File: config.mk
export PLATFORM = sky130hd
export DESIGN_NAME = id_stage_pipe
export DESIGN_NICKNAME = d
export VERILOG_FILES = /design/src/rtl/id_stage_pipe.sv
export SDC_FILE = /design/constraint.sdc
export NUM_CORES = 1
export LEC_CHECK = 0
export CORE_MARGIN = 2
export CORE_UTILIZATION = 45
export DETAILED_ROUTE_END_ITERATION = 6
export PLACE_DENSITY_LB_ADDON = 0.3
export SETUP_SLACK_MARGIN = 0.2
export SLEW_MARGIN = 40
export SYNTH_ARGS = -nofsm -noshare
export SYNTH_HDL_FRONTEND = slang
export SYNTH_SLANG_ARGS = --single-unit
File: constraint.sdc
create_clock -name clk -period 2.6 [get_ports clk]
set_input_delay 0.52 -clock clk [delete_from_list [all_inputs] [get_ports clk]]
set_output_delay 0.52 -clock clk [all_outputs]
set_load 0.02 [all_outputs]
File: src/rtl/id_stage_pipe.sv
// RV32I decode stage with a registered ID/EX output, valid/ready handshake, load-use stall and flush.
// Define ID_STALL_CNT_EN to add the id_stall_cnt_o stall-cycle counter.
module id_stage_pipe #(
    parameter int unsigned XLEN      = 32,
    parameter int unsigned RADDR_W   = 5,
    parameter int unsigned ALUCTRL_W = 5
) (
    input  logic                 clk,
    input  logic                 rst_n,
    input  logic                 if_valid_i,
    output logic                 if_ready_o,
    input  logic [XLEN-1:0]      if_id_reg_pc_i,
    input  logic [31:0]          if_id_reg_inst_i,
    output logic [RADDR_W-1:0]   id_reg1_raddr_o,
    output logic [RADDR_W-1:0]   id_reg2_raddr_o,
    input  logic [XLEN-1:0]      regs_reg1_rdata_i,
    input  logic [XLEN-1:0]      regs_reg2_rdata_i,
    input  logic                 flush_i,
    input  logic                 ex_ready_i,
`ifdef ID_STALL_CNT_EN
    output logic [31:0]          id_stall_cnt_o,
`endif
    output logic                 id_valid_o,
    output logic [XLEN-1:0]      id_pc_o,
    output logic [XLEN-1:0]      id_op_a_o,
    output logic [XLEN-1:0]      id_op_b_o,
    output logic [XLEN-1:0]      id_store_data_o,
    output logic [XLEN-1:0]      id_imm_o,
    output logic [RADDR_W-1:0]   id_reg_waddr_o,
    output logic                 id_reg_we_o,
    output logic                 id_is_load_o,
    output logic                 id_is_store_o,
    output logic                 id_is_branch_o,
    output logic                 id_illegal_o,
    output logic [ALUCTRL_W-1:0] id_ALUctrl_o
);

    localparam logic [6:0] OpLui    = 7'b0110111;
    localparam logic [6:0] OpAuipc  = 7'b0010111;
    localparam logic [6:0] OpJal    = 7'b1101111;
    localparam logic [6:0] OpJalr   = 7'b1100111;
    localparam logic [6:0] OpBranch = 7'b1100011;
    localparam logic [6:0] OpLoad   = 7'b0000011;
    localparam logic [6:0] OpStore  = 7'b0100011;
    localparam logic [6:0] OpImm    = 7'b0010011;
    localparam logic [6:0] OpReg    = 7'b0110011;

    typedef enum logic {StRun, StStall} state_e;

    typedef struct packed {
        logic [XLEN-1:0]      pc;
        logic [XLEN-1:0]      op_a;
        logic [XLEN-1:0]      op_b;
        logic [XLEN-1:0]      store_data;
        logic [XLEN-1:0]      imm;
        logic [RADDR_W-1:0]   waddr;
        logic                 we;
        logic                 is_load;
        logic                 is_store;
        logic                 is_branch;
        logic                 illegal;
        logic [ALUCTRL_W-1:0] alu_ctrl;
    } id_ex_t;

    state_e state_q, state_d;
    id_ex_t out_q, out_d, dec;
    logic   valid_q, valid_d;
    logic   rs1_used, rs2_used;
    logic   hazard, out_free, accept;

    logic [31:0]     inst;
    logic [6:0]      opcode;
    logic [2:0]      funct3;
    logic [XLEN-1:0] imm, imm_i, imm_s, imm_b, imm_u, imm_j;
    logic            op_b_rs2, rd_write;
    logic [4:0]      alu5;

    assign inst   = if_id_reg_inst_i;
    assign opcode = inst[6:0];
    assign funct3 = inst[14:12];

    assign id_reg1_raddr_o = RADDR_W'(inst[19:15]);
    assign id_reg2_raddr_o = RADDR_W'(inst[24:20]);

    assign imm_i = XLEN'($signed(inst[31:20]));
    assign imm_s = XLEN'($signed({inst[31:25], inst[11:7]}));
    assign imm_b = XLEN'($signed({inst[31], inst[7], inst[30:25], inst[11:8], 1'b0}));
    assign imm_u = XLEN'($signed({inst[31:12], 12'b0}));
    assign imm_j = XLEN'($signed({inst[31], inst[19:12], inst[20], inst[30:21], 1'b0}));

    always_comb begin
        dec       = '0;
        imm       = '0;
        op_b_rs2  = 1'b0;
        rd_write  = 1'b0;
        alu5      = 5'b0;
        rs1_used  = 1'b1;
        rs2_used  = 1'b0;
        dec.pc    = if_id_reg_pc_i;
        dec.op_a  = regs_reg1_rdata_i;
        dec.waddr = RADDR_W'(inst[11:7]);
        case (opcode)
            OpLui: begin
                imm      = imm_u;
                dec.op_a = '0;
                rd_write = 1'b1;
                rs1_used = 1'b0;
            end
            OpAuipc: begin
                imm      = imm_u;
                dec.op_a = if_id_reg_pc_i;
                rd_write = 1'b1;
                rs1_used = 1'b0;
            end
            OpJal: begin
                imm           = imm_j;
                dec.op_a      = if_id_reg_pc_i;
                rd_write      = 1'b1;
                dec.is_branch = 1'b1;
                rs1_used      = 1'b0;
            end
            OpJalr: begin
                imm           = imm_i;
                rd_write      = 1'b1;
                dec.is_branch = 1'b1;
            end
            OpBranch: begin
                imm           = imm_b;
                op_b_rs2      = 1'b1;
                dec.is_branch = 1'b1;
                rs2_used      = 1'b1;
                alu5          = {2'b10, funct3};
            end
            OpLoad: begin
                imm         = imm_i;
                rd_write    = 1'b1;
                dec.is_load = 1'b1;
            end
            OpStore: begin
                imm            = imm_s;
                dec.is_store   = 1'b1;
                dec.store_data = regs_reg2_rdata_i;
                rs2_used       = 1'b1;
            end
            OpImm: begin
                imm      = imm_i;
                rd_write = 1'b1;
                // Only shifts-right carry the alt bit; elsewhere inst[30] is immediate data.
                alu5     = {1'b0, (funct3 == 3'b101) & inst[30], funct3};
            end
            OpReg: begin
                op_b_rs2 = 1'b1;
                rd_write = 1'b1;
                rs2_used = 1'b1;
                alu5     = {1'b0, inst[30], funct3};
            end
            default: dec.illegal = 1'b1;
        endcase
        dec.imm      = imm;
        dec.op_b     = op_b_rs2 ? regs_reg2_rdata_i : imm;
        dec.we       = rd_write && (inst[11:7] != 5'd0);
        dec.alu_ctrl = ALUCTRL_W'(alu5);
    end

    assign hazard = valid_q && out_q.is_load && (out_q.waddr != '0) &&
                    ((rs1_used && (out_q.waddr == id_reg1_raddr_o)) ||
                     (rs2_used && (out_q.waddr == id_reg2_raddr_o)));

    assign out_free   = !valid_q || ex_ready_i;
    assign if_ready_o = out_free && !hazard && !flush_i;
    assign accept     = if_valid_i && if_ready_o;

    // STALL marks the single bubble cycle; the held instruction is accepted on the way back to RUN.
    always_comb begin
        state_d = StRun;
        if (!flush_i && (state_q == StRun) && hazard && ex_ready_i) begin
            state_d = StStall;
        end
    end

    always_comb begin
        valid_d = valid_q;
        out_d   = out_q;
        if (flush_i) begin
            valid_d = 1'b0;
        end else if (accept) begin
            valid_d = 1'b1;
            out_d   = dec;
        end else if (out_free) begin
            valid_d = 1'b0;
        end
    end

    always_ff @(posedge clk or negedge rst_n) begin
        if (!rst_n) begin
            state_q <= StRun;
            valid_q <= 1'b0;
            out_q   <= '0;
        end else begin
            state_q <= state_d;
            valid_q <= valid_d;
            out_q   <= out_d;
        end
    end

`ifdef ID_STALL_CNT_EN
    logic [31:0] stall_cnt_q;

    always_ff @(posedge clk or negedge rst_n) begin
        if (!rst_n) begin
            stall_cnt_q <= 32'd0;
        end else if (if_valid_i && !if_ready_o) begin
            stall_cnt_q <= stall_cnt_q + 32'd1;
        end
    end

    assign id_stall_cnt_o = stall_cnt_q;
`endif

    assign id_valid_o      = valid_q;
    assign id_pc_o         = out_q.pc;
    assign id_op_a_o       = out_q.op_a;
    assign id_op_b_o       = out_q.op_b;
    assign id_store_data_o = out_q.store_data;
    assign id_imm_o        = out_q.imm;
    assign id_reg_waddr_o  = out_q.waddr;
    assign id_reg_we_o     = out_q.we;
    assign id_is_load_o    = out_q.is_load;
    assign id_is_store_o   = out_q.is_store;
    assign id_is_branch_o  = out_q.is_branch;
    assign id_illegal_o    = out_q.illegal;
    assign id_ALUctrl_o    = out_q.alu_ctrl;

endmodule

; Word level (Yosys, flattened, before mapping)
; Cells that the tools add are included.
[op_classes]
addsub = 0
n_mul = 0
div = 0
order_cmp = 0
n_eq_ne = 12
shift = 0
n_mux = 16
bitwise = 2
n_reduce_logical = 27
[ops]
columns = op, count
row1 = 32-bit one-hot mux with 5 select lines, 1
row2 = 32-bit 2-to-1 mux, 2
row3 = 32-bit one-hot mux with 2 select lines, 1
row4 = 7-bit by 6-bit equality test with 1-bit output (second input constant), 3
row5 = 7-bit equality test (second input constant), 3
row6 = 5-bit one-hot mux with 3 select lines, 1
row7 = 7-bit by 5-bit equality test with 1-bit output (second input constant), 2
row8 = 3-bit OR reduction, 4
row9 = 1-bit 2-to-1 mux, 11
row10 = 5-bit equality test, 2
row11 = 5-bit nonzero test, 2
row12 = 1-bit logical AND, 9
row13 = 9-bit OR reduction, 1
row14 = 7-bit by 2-bit equality test with 1-bit output (second input constant), 1
row15 = 7-bit OR reduction, 1
row16 = 2-bit OR reduction, 3
row17 = 3-bit equality test (second input constant), 1
row18 = 1-bit logical NOT, 3
row19 = 3-bit nonzero test, 1
row20 = 1-bit logical OR, 2
row21 = 2-bit AND reduction, 1
row22 = 1-bit AND, 1
row23 = 1-bit NOT, 1
[word_totals]
reg_bits = 176
latch_bits = 0
mem_bits_rw = 0
mem_bits_ro = 0
input_bits = 133
output_inout_bits = 187
elab_cells = 70
memories = 0

; Longest topological paths before layout
; Gate-level depths: netlist of the first run.
[depth]
depth_word = 12
mapped_depth = 9
mapped_depth_nobuf = 5

; Worst setup path after synthesis of the first run
; No wires, ideal clock.
[synth_timing]
path_type = input to output
from = in if_id_reg_inst_i[6]
to = out if_ready_o
t_arrival_ps = 2269
setup_slack_ps = -189
stages = 6
path_buffers = 1
cell_sequence = buf_2 or3b_1 a21oi_4 nor4_1 or2_2 nor3b_1
[synth_between]
elab_chain_len = 9
word_cells_on_any_way = 17
cone_classes = eq/ne (6) / mux (2) / reduce/logical (9)
[synth_lines]
columns = element, line_no
row1 = "start, declared", 13  ; input logic [31:0] if_id_reg_inst_i,
row2 = "7-bit equality test, or another cell as far along", 102  ; case (opcode)
row3 = 3-bit OR reduction (no line), n/a
row4 = 1-bit 2-to-1 mux, 102
row5 = "1-bit logical AND, on equally long branches", "166, 167"
row6 = 1-bit logical OR *, 166  ; ((rs1_used && (out_q.waddr == id_reg1_raddr_o)) ||
row7 = 1-bit logical AND *, 165  ; assign hazard = valid_q && out_q.is_load && (out_q.waddr != '0) &&
row8 = 1-bit logical NOT *, 170  ; assign if_ready_o = out_free && !hazard && !flush_i;
row9 = 1-bit logical AND * (2 in series), 170
row10 = "end, declared", 11  ; output logic if_ready_o,
; Every way passes the cells marked *; elsewhere a longest branch is shown, timed or not.

; Worst setup path in the final report of the first run
[layout_timing]
from = reg out_q, in the netlist id_reg_waddr_o[2]
to = out if_ready_o
[layout_between]
elab_chain_len = 7
word_cells_on_any_way = 11
cone_classes = eq/ne (2) / reduce/logical (9)
[layout_lines]
columns = element, line_no
row1 = "start, declared", 66  ; id_ex_t out_q, out_d, dec;
row2 = "start signal, assigned", 202  ; out_q <= out_d;
row3 = "5-bit equality test, on equally long branches", "166, 167"
row4 = "1-bit logical AND, on equally long branches", "166, 167"
row5 = 1-bit logical OR, 166
row6 = 1-bit logical AND *, 165
row7 = 1-bit logical NOT *, 170
row8 = 1-bit logical AND * (2 in series), 170
; Marked as above.

==> summary.md, run 1 <==
| Metric | Value |
|---|---|
| Status | `finished with violations` |
| Failing checks | `setup timing` |
| Clock transition at the registers of the reported paths | `0.07 ns` |
| CP max FO | `2` |
| Max Cap Viol | `0` |
| Pwr dens | `544 mW/mm^2` |
| Slowest stage cell on the critical path | `or4_4` |
| Yosys Warn Count | `0` |
| DIE HEIGHT | `141 um` |
| Setup CP Type | `flop to primary output` |
| CTS Hold Bufs | `0` |
| Syn-to-layout area delta | `69.6%` |
| Core Region | `0.0185 mm^2` |
| Lkg Pwr | `6.32 nW` |
| Number of flops mapped to enable cells by yosys | `0` |
| Crit path buffers/inverters | `2` |
| Final setup fails | `19` |
| Layout cells sized above 1 | `29.2%` |
| Synth area leaders | `dfrtp_1 (52%), mux2_1 (14%), mux2_2 (6.5%)` |
| Fill cells | `1,155` |
| Gr usage total | `29.7%` |
| Stages on the worst setup path | `7` |
| Nets | `1,209` |
| First-pass GRT wire length | `45,200 um` |
| Mapped cell area | `0.00843 mm^2` |
| RSZ-0062 raised after global routing | `yes` |
| Post-DP Area | `0.0123 mm^2` |
| Row cnt | `50` |
| Distinct cell type count after synthesis | `between 40 and 50` |
| Final Hold Viols | `0` |
| FFs w/ async S/R, synth | `100%` |
| Register bit count reported by yosys | `approximately 180` |
| TritonCTS Buffers | `17` |
| CP delay by family, top | `simple AND/OR/NAND/NOR gates` |
| Mapped Nets | `809` |
| Vias in the first global route | `roughly 7,800` |
| Rel. slew slack | `between 50% and 60%` |
| Ports | `320` |
| Final Instance Area | `0.0143 mm^2` |
| Final Total Pwr | `7.77 mW` |
| Setup Skew | `0.00759 ns` |
| Crit share post-route | `109%` |
| R2R cell count | `12` |
| Final HPWL DP | `18,100 um` |
| Fmax achieved | `approximately 350 MHz` |
| # clock sinks | `176` |
| Flop2flop setup slack | `-0.06 ns` |
| Max incr delay on CP | `0.51 ns` |
| VDD IR max | `0.000445 V` |
| Critical R2R Capture | `id_op_b_o[22]$_DFFE_PN0P_` |
| Full die area | `around 0.020 mm^2` |
| Final number of max-transition violations | `0` |
| Slew @ Worst Pin | `about 0.7 ns` |
| Critical path capture point type | `primary output` |
| H-tree levels | `4` |
| Die Wd | `approximately 140 um` |
| DRT iter0 DRCs | `336` |
| Starting Density | `45.5%` |
| Largest net degree at the start of global routing | `63` |
| Most frequent cell after synthesis | `dfrtp_1` |
| Post-synth top area share | `52.2%` |
| Initial antenna violation count | `3` |
| Placer Congestion | `0.903` |
| Initial DRT Pass Iterations | `5` |
| Post-layout min period | `2.83 ns` |
| DRC viols | `0` |
| TritonCTS clock tree | `yes` |
| Final ANT Viol Nets | `0` |
| Post-synth top area cell | `dfrtp_1` |
| Vias | `7,075` |
| Top_reg_cell synth | `dfrtp_1` |
| R2r startpoint | `id_reg_waddr_o[2]$_DFFE_PN0P_` |
| Clk root buf | `clkbuf_16` |
| Syn Inst Count | `676` |
| Setup WS post-layout | `-0.230 ns` |
| Mean post-synth cell area | `12.5 um^2` |
| Grt ovf | `0` |
| Startpoint Class | `flop` |
| Hold WC Path Type | `input port to async pin` |
| Commonest cells in the netlist | `dfrtp_1 (176), mux2_1 (103), inv_1 (57)` |
| Max Root-Sink Buffers | `2` |
| Clk_lat worst skew | `0.42 ns` |
| Crit-path cells | `or4_4 -> o211ai_1 -> buf_4 -> nor3_4 -> or2_4 -> nor3b_4 -> buf_6` |
| Seq/Total Area, Yosys | `52.2%` |
| Wirelength, routed | `28,900 um` |
| Worst EP required | `2.08 ns` |
| Worst Path Arrival | `between 2 and 2.5 ns` |
| Post-DR vias/cell | `5.34` |
| Worst hold slack | `roughly 0.093 ns` |
| DR WL/cell | `21.8 um` |
| Port Buffers | `319` |
kinds of logic after synthesis:
family / synth area share [%]
buffers and inverters: 6.75
multiplexers: 26.0
flip-flops: 52.2
AO/OA/AOI/OAI: 8.24
AND/OR/NAND/NOR: 5.64
XOR/XNOR: 1.14
how the worst max path moves through the flow:
| stage | from | endpoint | slack (ns) |
|---|---|---|---|
| 3_5_place_dp | if_id_reg_inst_i[3] | if_ready_o | -0.76 |
| 6_report | id_reg_waddr_o[2]$_DFFE_PN0P_ | if_ready_o | -0.23 |
| 4_1_cts | id_reg_waddr_o[2]$_DFFE_PN0P_ | if_ready_o | -0.24 |
| 5_1_grt | id_reg_waddr_o[2]$_DFFE_PN0P_ | if_ready_o | -0.33 |
| 2_1_floorplan | id_reg_waddr_o[1]$_DFFE_PN0P_ | if_ready_o | 0.13 |
| 3_3_place_gp | if_id_reg_inst_i[3] | if_ready_o | -0.73 |
area by class of cell:
class | instances | area, um^2 | area share (%)
repair buffers | 434 | 4790 | 33.5
clock inverters | 11 | 108 | 0.752
clock buffers | 21 | 440 | 3.08
multi-input cells | 390 | 4050 | 28.3
diodes | 1 | 2.50 | 0.0175
inverters | 57 | 214 | 1.50
well taps | 234 | 293 | 2.05
flip-flops and latches | 176 | 4410 | 30.8
metrics by stage:
stage	utilization, %	setup TNS (ns)	cells	worst slack, ns
5_1_grt	77.2	-11.39	1324	-0.329
3_5_place_dp	66.3	-52.20	1244	-0.756
2_1_floorplan	-	0	676	0.126
4_1_cts	76.7	-0.278	1320	-0.239
6_report	77.2	-0.753	1324	-0.230
3_3_place_gp	66.2	-46.02	1244	-0.726
cells in the final DEF (no fill, tap or decap), types with 2 or more instances in the layout:
cell type / netlist / layout
a211oi_1: 2 / 2
o21ai_0: 3 / 3
clkbuf_1: 18 / 4
o21bai_1: 2 / 2
or4_1: 3 / 2
xnor2_1: 10 / 10
mux2i_2: 0 / 3
inv_6: 0 / 3
nand2b_1: 3 / 3
mux2_4: 0 / 128
nor2b_1: 3 / 3
nor3_4: 1 / 2
nand4b_1: 2 / 2
nor2_1: 15 / 15
buf_4: 15 / 49
dlygate4sd2_1: 0 / 2
dfrtp_2: 0 / 2
nor4b_4: 0 / 2
buf_8: 0 / 6
clkdlybuf4s50_1: 0 / 314
mux2i_1: 48 / 45
nand3b_1: 2 / 2
o2bb2ai_1: 11 / 11
mux2_2: 49 / 24
inv_1: 57 / 57
clkbuf_16: 0 / 17
nand3_1: 3 / 3
buf_6: 12 / 22
clkinvlp_4: 0 / 5
buf_12: 0 / 25
a31oi_1: 7 / 7
nand2_1: 44 / 44
buf_16: 0 / 15
a21oi_1: 8 / 7
a22o_1: 36 / 36
a21o_1: 10 / 10
dfrtp_1: 176 / 174
power by group:
group	total [mW]	switching (mW)	leakage, nW	internal [mW]
registers	3.12	0.145	2.29	2.98
clock network	2.47	1.13	0.251	1.33
logic	2.19	0.930	3.78	1.26
per-layer routing:
layer	vias up	routed length [um]	track usage, %	part of all wire (%)
li1	3166	-	-	-
met5	-	26	0	0.090
met2	344	13700	48.4	47
met3	70	2600	10.4	9.0
met1	3491	11600	36.7	40
met4	4	972	10.8	3.4
flip-flops by register name, indices dropped and copies added (netlist names):
name             cells
id_is_branch_o       1
id_imm_o            32
id_illegal_o         1
id_store_data_o     32
id_reg_waddr_o       5
id_op_a_o           32
id_ALUctrl_o         5
id_reg_we_o          1
id_op_b_o           32
id_is_load_o         1
id_is_store_o        1
id_pc_o             32
id_valid_o           1
repair_timing:
action / 4_1_cts / 5_1_grt
setup buffers: 29 / 3
hold endpoints to repair: 0 / 0
cloned: 15 / 0
gates resized for setup: 192 / 17
setup endpoints to repair: 162 / 177
pin swaps: 6 / 1
Note: power is estimated with default switching activity, not from simulation.
==> inputs of run 2 (changes only) <==
- ABC_AREA: not set -> 1
- CAP_MARGIN: not set -> 25
- CORE_UTILIZATION: 45 -> 44
==> run 2 against run 1 <==
Critical path type is now input port to primary output; area after synthesis shrank 2.9%; cell count grew 23%; worst setup slack gained 0.47 ns; synthesized cell count grew 55%; maximum frequency grew 20%; the run now ends clean; wire length shrank 1.7%; total power shrank 9.1%; via count grew 17%; clock power shrank 4%.
==> summary.md, run 2 <==
| Metric | Value |
|---|---|
| Status | `complete, no violations (was finished with violations)` |
| Pwr dens | `562 mW/mm^2 (was 544 mW/mm^2)` |
| R2R cell count | `11 (was 12)` |
| CTS Hold Bufs | `0 (unchanged)` |
| Placer Congestion | `0.870 (was 0.903)` |
| CP delay by family, top | `buffers and inverters (was simple AND/OR/NAND/NOR gates)` |
| Post-synth top area cell | `dfrtp_1 (unchanged)` |
| Startpoint Class | `input port (was flop)` |
| Post-DR vias/cell | `5.10 (was 5.34)` |
| # clock sinks | `176 (unchanged)` |
| TritonCTS Buffers | `17 (unchanged)` |
| Max Cap Viol | `0 (unchanged)` |
| VDD IR max | `0.000436 V (was 0.000445 V)` |
| Fill cells | `1,507 (was 1,155)` |
| Final setup fails | `0 (was 19)` |
| Mean post-synth cell area | `7.82 um^2 (was 12.5 um^2)` |
| Final HPWL DP | `21,100 um (was 18,100 um)` |
| Initial DRT Pass Iterations | `5 (unchanged)` |
| Clock power share | `33.5% (was 31.7%)` |
| Antenna diodes | `0 (was 1)` |
| Setup CP Type | `input port to primary output (was flop to primary output)` |
| Crit-path cells | `clkdlybuf4s50_1 -> xor2_1 -> nor2_1 -> nand3_1 -> nand2_2 -> nand2_2 -> nand2_2 -> inv_2 -> buf_6 (was or4_4 -> o211ai_1 -> buf_4 -> nor3_4 -> or2_4 -> nor3b_4 -> buf_6)` |
| Ports | `320 (unchanged)` |
| Final Instance Area | `0.0126 mm^2 (was 0.0143 mm^2)` |
| R2r startpoint | `id_reg_waddr_o[1]$_DFFE_PN0P_ (was id_reg_waddr_o[2]$_DFFE_PN0P_)` |
| Crit path buffers/inverters | `3 (was 2)` |
| Core Region | `0.0181 mm^2 (was 0.0185 mm^2)` |
| Synth Area in Compound Gates | `7.69% (was 8.24%)` |
| Post-synth top area share | `53.8% (was 52.2%)` |
| Lkg Pwr | `6.38 nW (was 6.32 nW)` |
| Worst Path Arrival | `1.84 ns (was 2.31 ns)` |
| Hold WC Path Type | `input port to async pin (unchanged)` |
| Most frequent cell after synthesis | `nand2_1 (was dfrtp_1)` |
| Worst EP required | `2.08 ns (about the same)` |
| Post-DP Area | `0.0119 mm^2 (was 0.0123 mm^2)` |
| Syn Inst Count | `1,047 (was 676)` |
| Mapped cell area | `0.00819 mm^2 (was 0.00843 mm^2)` |
| Clk_lat worst skew | `0.43 ns (was 0.42 ns)` |
| Final number of max-transition violations | `0 (unchanged)` |
| Max incr delay on CP | `0.46 ns (was 0.51 ns)` |
| Max Root-Sink Buffers | `2 (unchanged)` |
| Largest net degree at the start of global routing | `63 (unchanged)` |
| Vias in the first global route | `8,228 (was 7,755)` |
| Wirelength, routed | `28,400 um (was 28,900 um)` |
| Most common cell on crit path | `nand2_2` |
| Nets | `1,518 (was 1,209)` |
| Critical R2R Capture | `id_ALUctrl_o[2]$_DFFE_PN0P_ (was id_op_b_o[22]$_DFFE_PN0P_)` |
| Synth Area in Adders | `0% (unchanged)` |
| Placed cell count | `1,585 (was 1,244)` |
| Top_reg_cell synth | `dfrtp_1 (unchanged)` |
| Main combinational cell family by area after synthesis | `simple AND/OR/NAND/NOR gates (was multiplexers)` |
| Setup Skew | `0.0105 ns (was 0.00759 ns)` |
| DRT iter0 DRCs | `611 (was 336)` |
| Setup TNS | `0 ns (was -0.753 ns)` |
| Row cnt | `49 (was 50)` |
| Xor/xnor share of the synthesized area | `0.856% (was 1.14%)` |
| Synth Area in Simple Gates | `32.2% (was 5.64%)` |
| Starting Density | `45.3% (was 45.5%)` |
| TritonCTS clock tree | `yes (unchanged)` |
| DIE HEIGHT | `140 um (was 141 um)` |
| Layout cells sized above 1 | `9.30% (was 29.2%)` |
| Syn-to-layout area delta | `53.7% (was 69.6%)` |
| H-tree levels | `4 (unchanged)` |
| Reg power frac | `43.7% (was 40.1%)` |
| Distinct cell type count after synthesis | `29 (was 49)` |
| Synth area leaders | `dfrtp_1 (54%), nand2_1 (28%), a22o_1 (3.4%) (was dfrtp_1 (52%), mux2_1 (14%), mux2_2 (6.5%))` |
| Grt ovf | `0 (unchanged)` |
| DRC viols | `0 (unchanged)` |
| Seq/Total Area, Yosys | `53.8% (was 52.2%)` |
| Psw | `2.10 mW (was 2.21 mW)` |
| RSZ-0062 raised after global routing | `no (was yes)` |
| Final ANT Viol Nets | `0 (unchanged)` |
| Commonest cells in the netlist | `nand2_1 (619), dfrtp_1 (176), o21ai_0 (43) (was dfrtp_1 (176), mux2_1 (103), inv_1 (57))` |
| Switching part of the total power | `29.7% (was 28.4%)` |
| Full die area | `0.0197 mm^2 (was 0.0198 mm^2)` |
| Post-layout min period | `2.36 ns (was 2.83 ns)` |
| Commonest cells after routing, fill and taps aside | `nand2_1 (612), clkdlybuf4s50_1 (303), dfrtp_1 (175) (was clkdlybuf4s50_1 (314), dfrtp_1 (174), mux2_4 (128))` |
| Slowest stage cell on the critical path | `clkdlybuf4s50_1 (was or4_4)` |
| Fin cells | `1,627 (was 1,324)` |
| Port Buffers | `319 (unchanged)` |
| FFs w/ async S/R, synth | `100% (unchanged)` |
| Slew @ Worst Pin | `0.427 ns (was 0.721 ns)` |
| Fmax achieved | `423 MHz (was 353 MHz)` |
| Number of flops mapped to enable cells by yosys | `0 (unchanged)` |
| Commonest non-fill, non-tap cell in the layout | `nand2_1 (was clkdlybuf4s50_1)` |
| Critical path capture point type | `primary output (unchanged)` |
| Register bit count reported by yosys | `176 (unchanged)` |
| Gr usage total | `29.0% (was 29.7%)` |
| Clock transition at the registers of the reported paths | `0.07 ns (about the same)` |
| Rel. slew slack | `71.5% (was 51.7%)` |
| Die Wd | `140 um (was 141 um)` |
| Mux cell area share after synthesis | `0% (was 26.0%)` |
| Initial antenna violation count | `0 (was 3)` |
| Crit share post-route | `90.9% (was 109%)` |
| First-pass GRT wire length | `44,400 um (was 45,200 um)` |
| Vias | `8,295 (was 7,075)` |
| Final Hold Viols | `0 (unchanged)` |
| CP max FO | `2 (unchanged)` |
| Internal | `4.97 mW (was 5.56 mW)` |
| Worst hold slack | `0.0294 ns (was 0.0927 ns)` |
| Clk root buf | `clkbuf_16 (unchanged)` |
| Comb pwr share | `22.8% (was 28.1%)` |
| Yosys Warn Count | `0 (unchanged)` |
| DR WL/cell | `17.5 um (was 21.8 um)` |
| Flop2flop setup slack | `0.57 ns (was -0.06 ns)` |
| Mapped Nets | `1,180 (was 809)` |
-- run 2: cell count changes after synthesis, moves of 35 or more --
| cell | change |
|---|---|
| o21ai_0 | +40 |
| mux2i_1 | -48 |
| inv_1 | -35 |
| nand2_1 | +575 |
| mux2_2 | -49 |
| mux2_1 | -103 |
-- run 2: power by group through the flow --
stage	Clock, mW	Sequential, mW	Combinational (mW)
5_1_grt	2.53	3.11	1.73
3_3_place_gp	0	3.13	1.56
6_report	2.36	3.09	1.61
3_5_place_dp	0	3.12	1.58
4_1_cts	2.40	3.09	1.60
2_1_floorplan	0	3.38	0.394
-- run 2: kinds of logic (layout without fill, tap and decap cells) --
group	count (synthesis)	after routing
xor gates and xnor gates	8	8
AOI/OAI and AO/OA	101	101
buffers and inverters	91	442
DFF	176	176
and+or+nand+nor	671	671
-- run 2: layer usage --
metal  global-route usage [%]  vias to the layer above  part of all wire [%]
li1                         -                     3950                     -
met1                     35.6                     3922                    39
met2                     48.8                      377                    49
met3                     9.74                       46                    10
met4                     8.13                        0                   2.4
met5                        0                        -                     0
-- run 2: timing repair --
| item | 4_1_cts | 5_1_grt |
|---|---|---|
| pin swaps | 8 | 8 |
| resized for setup | 28 | 16 |
| buffers inserted | 5 | 5 |
| setup endpoints to repair | 41 | 120 |
-- run 2: through the flow --
stage / power, mW / utilization, % / setup WS (ns)
after global placement: 4.69 / 65.6 / -0.342
after CTS: 7.08 / 69.0 / 0.202
after detailed placement: 4.71 / 65.6 / -0.366
final: 7.06 / 69.6 / 0.237
after floorplan: 3.77 / - / 0.613
after global routing: 7.36 / 69.6 / 0.205
-- run 2: worst max-delay path by stage --
stage                    startpoint          to  slack, ns  depth (start not counted)
6_report       if_id_reg_inst_i[21]  if_ready_o       0.24                          9
5_1_grt        if_id_reg_inst_i[22]  if_ready_o       0.20                          9
4_1_cts         if_id_reg_inst_i[0]  if_ready_o       0.20                         11
3_5_place_dp    if_id_reg_inst_i[0]  if_ready_o      -0.37                         12
3_3_place_gp    if_id_reg_inst_i[1]  if_ready_o      -0.34                         12
2_1_floorplan   if_id_reg_inst_i[1]  if_ready_o       0.61                         10
-- run 2: area by class of cell --
| type | instances | area (um^2) | area share [%] |
|---|---|---|---|
| clock buffers | 21 | 450 | 3.58 |
| clock inverters | 11 | 82.6 | 0.656 |
| inverters | 25 | 93.8 | 0.746 |
| multi-input cells | 780 | 3420 | 27.2 |
| flip-flops and latches | 176 | 4410 | 35.0 |
| well taps | 229 | 287 | 2.28 |
| repair buffers | 385 | 3840 | 30.6 |
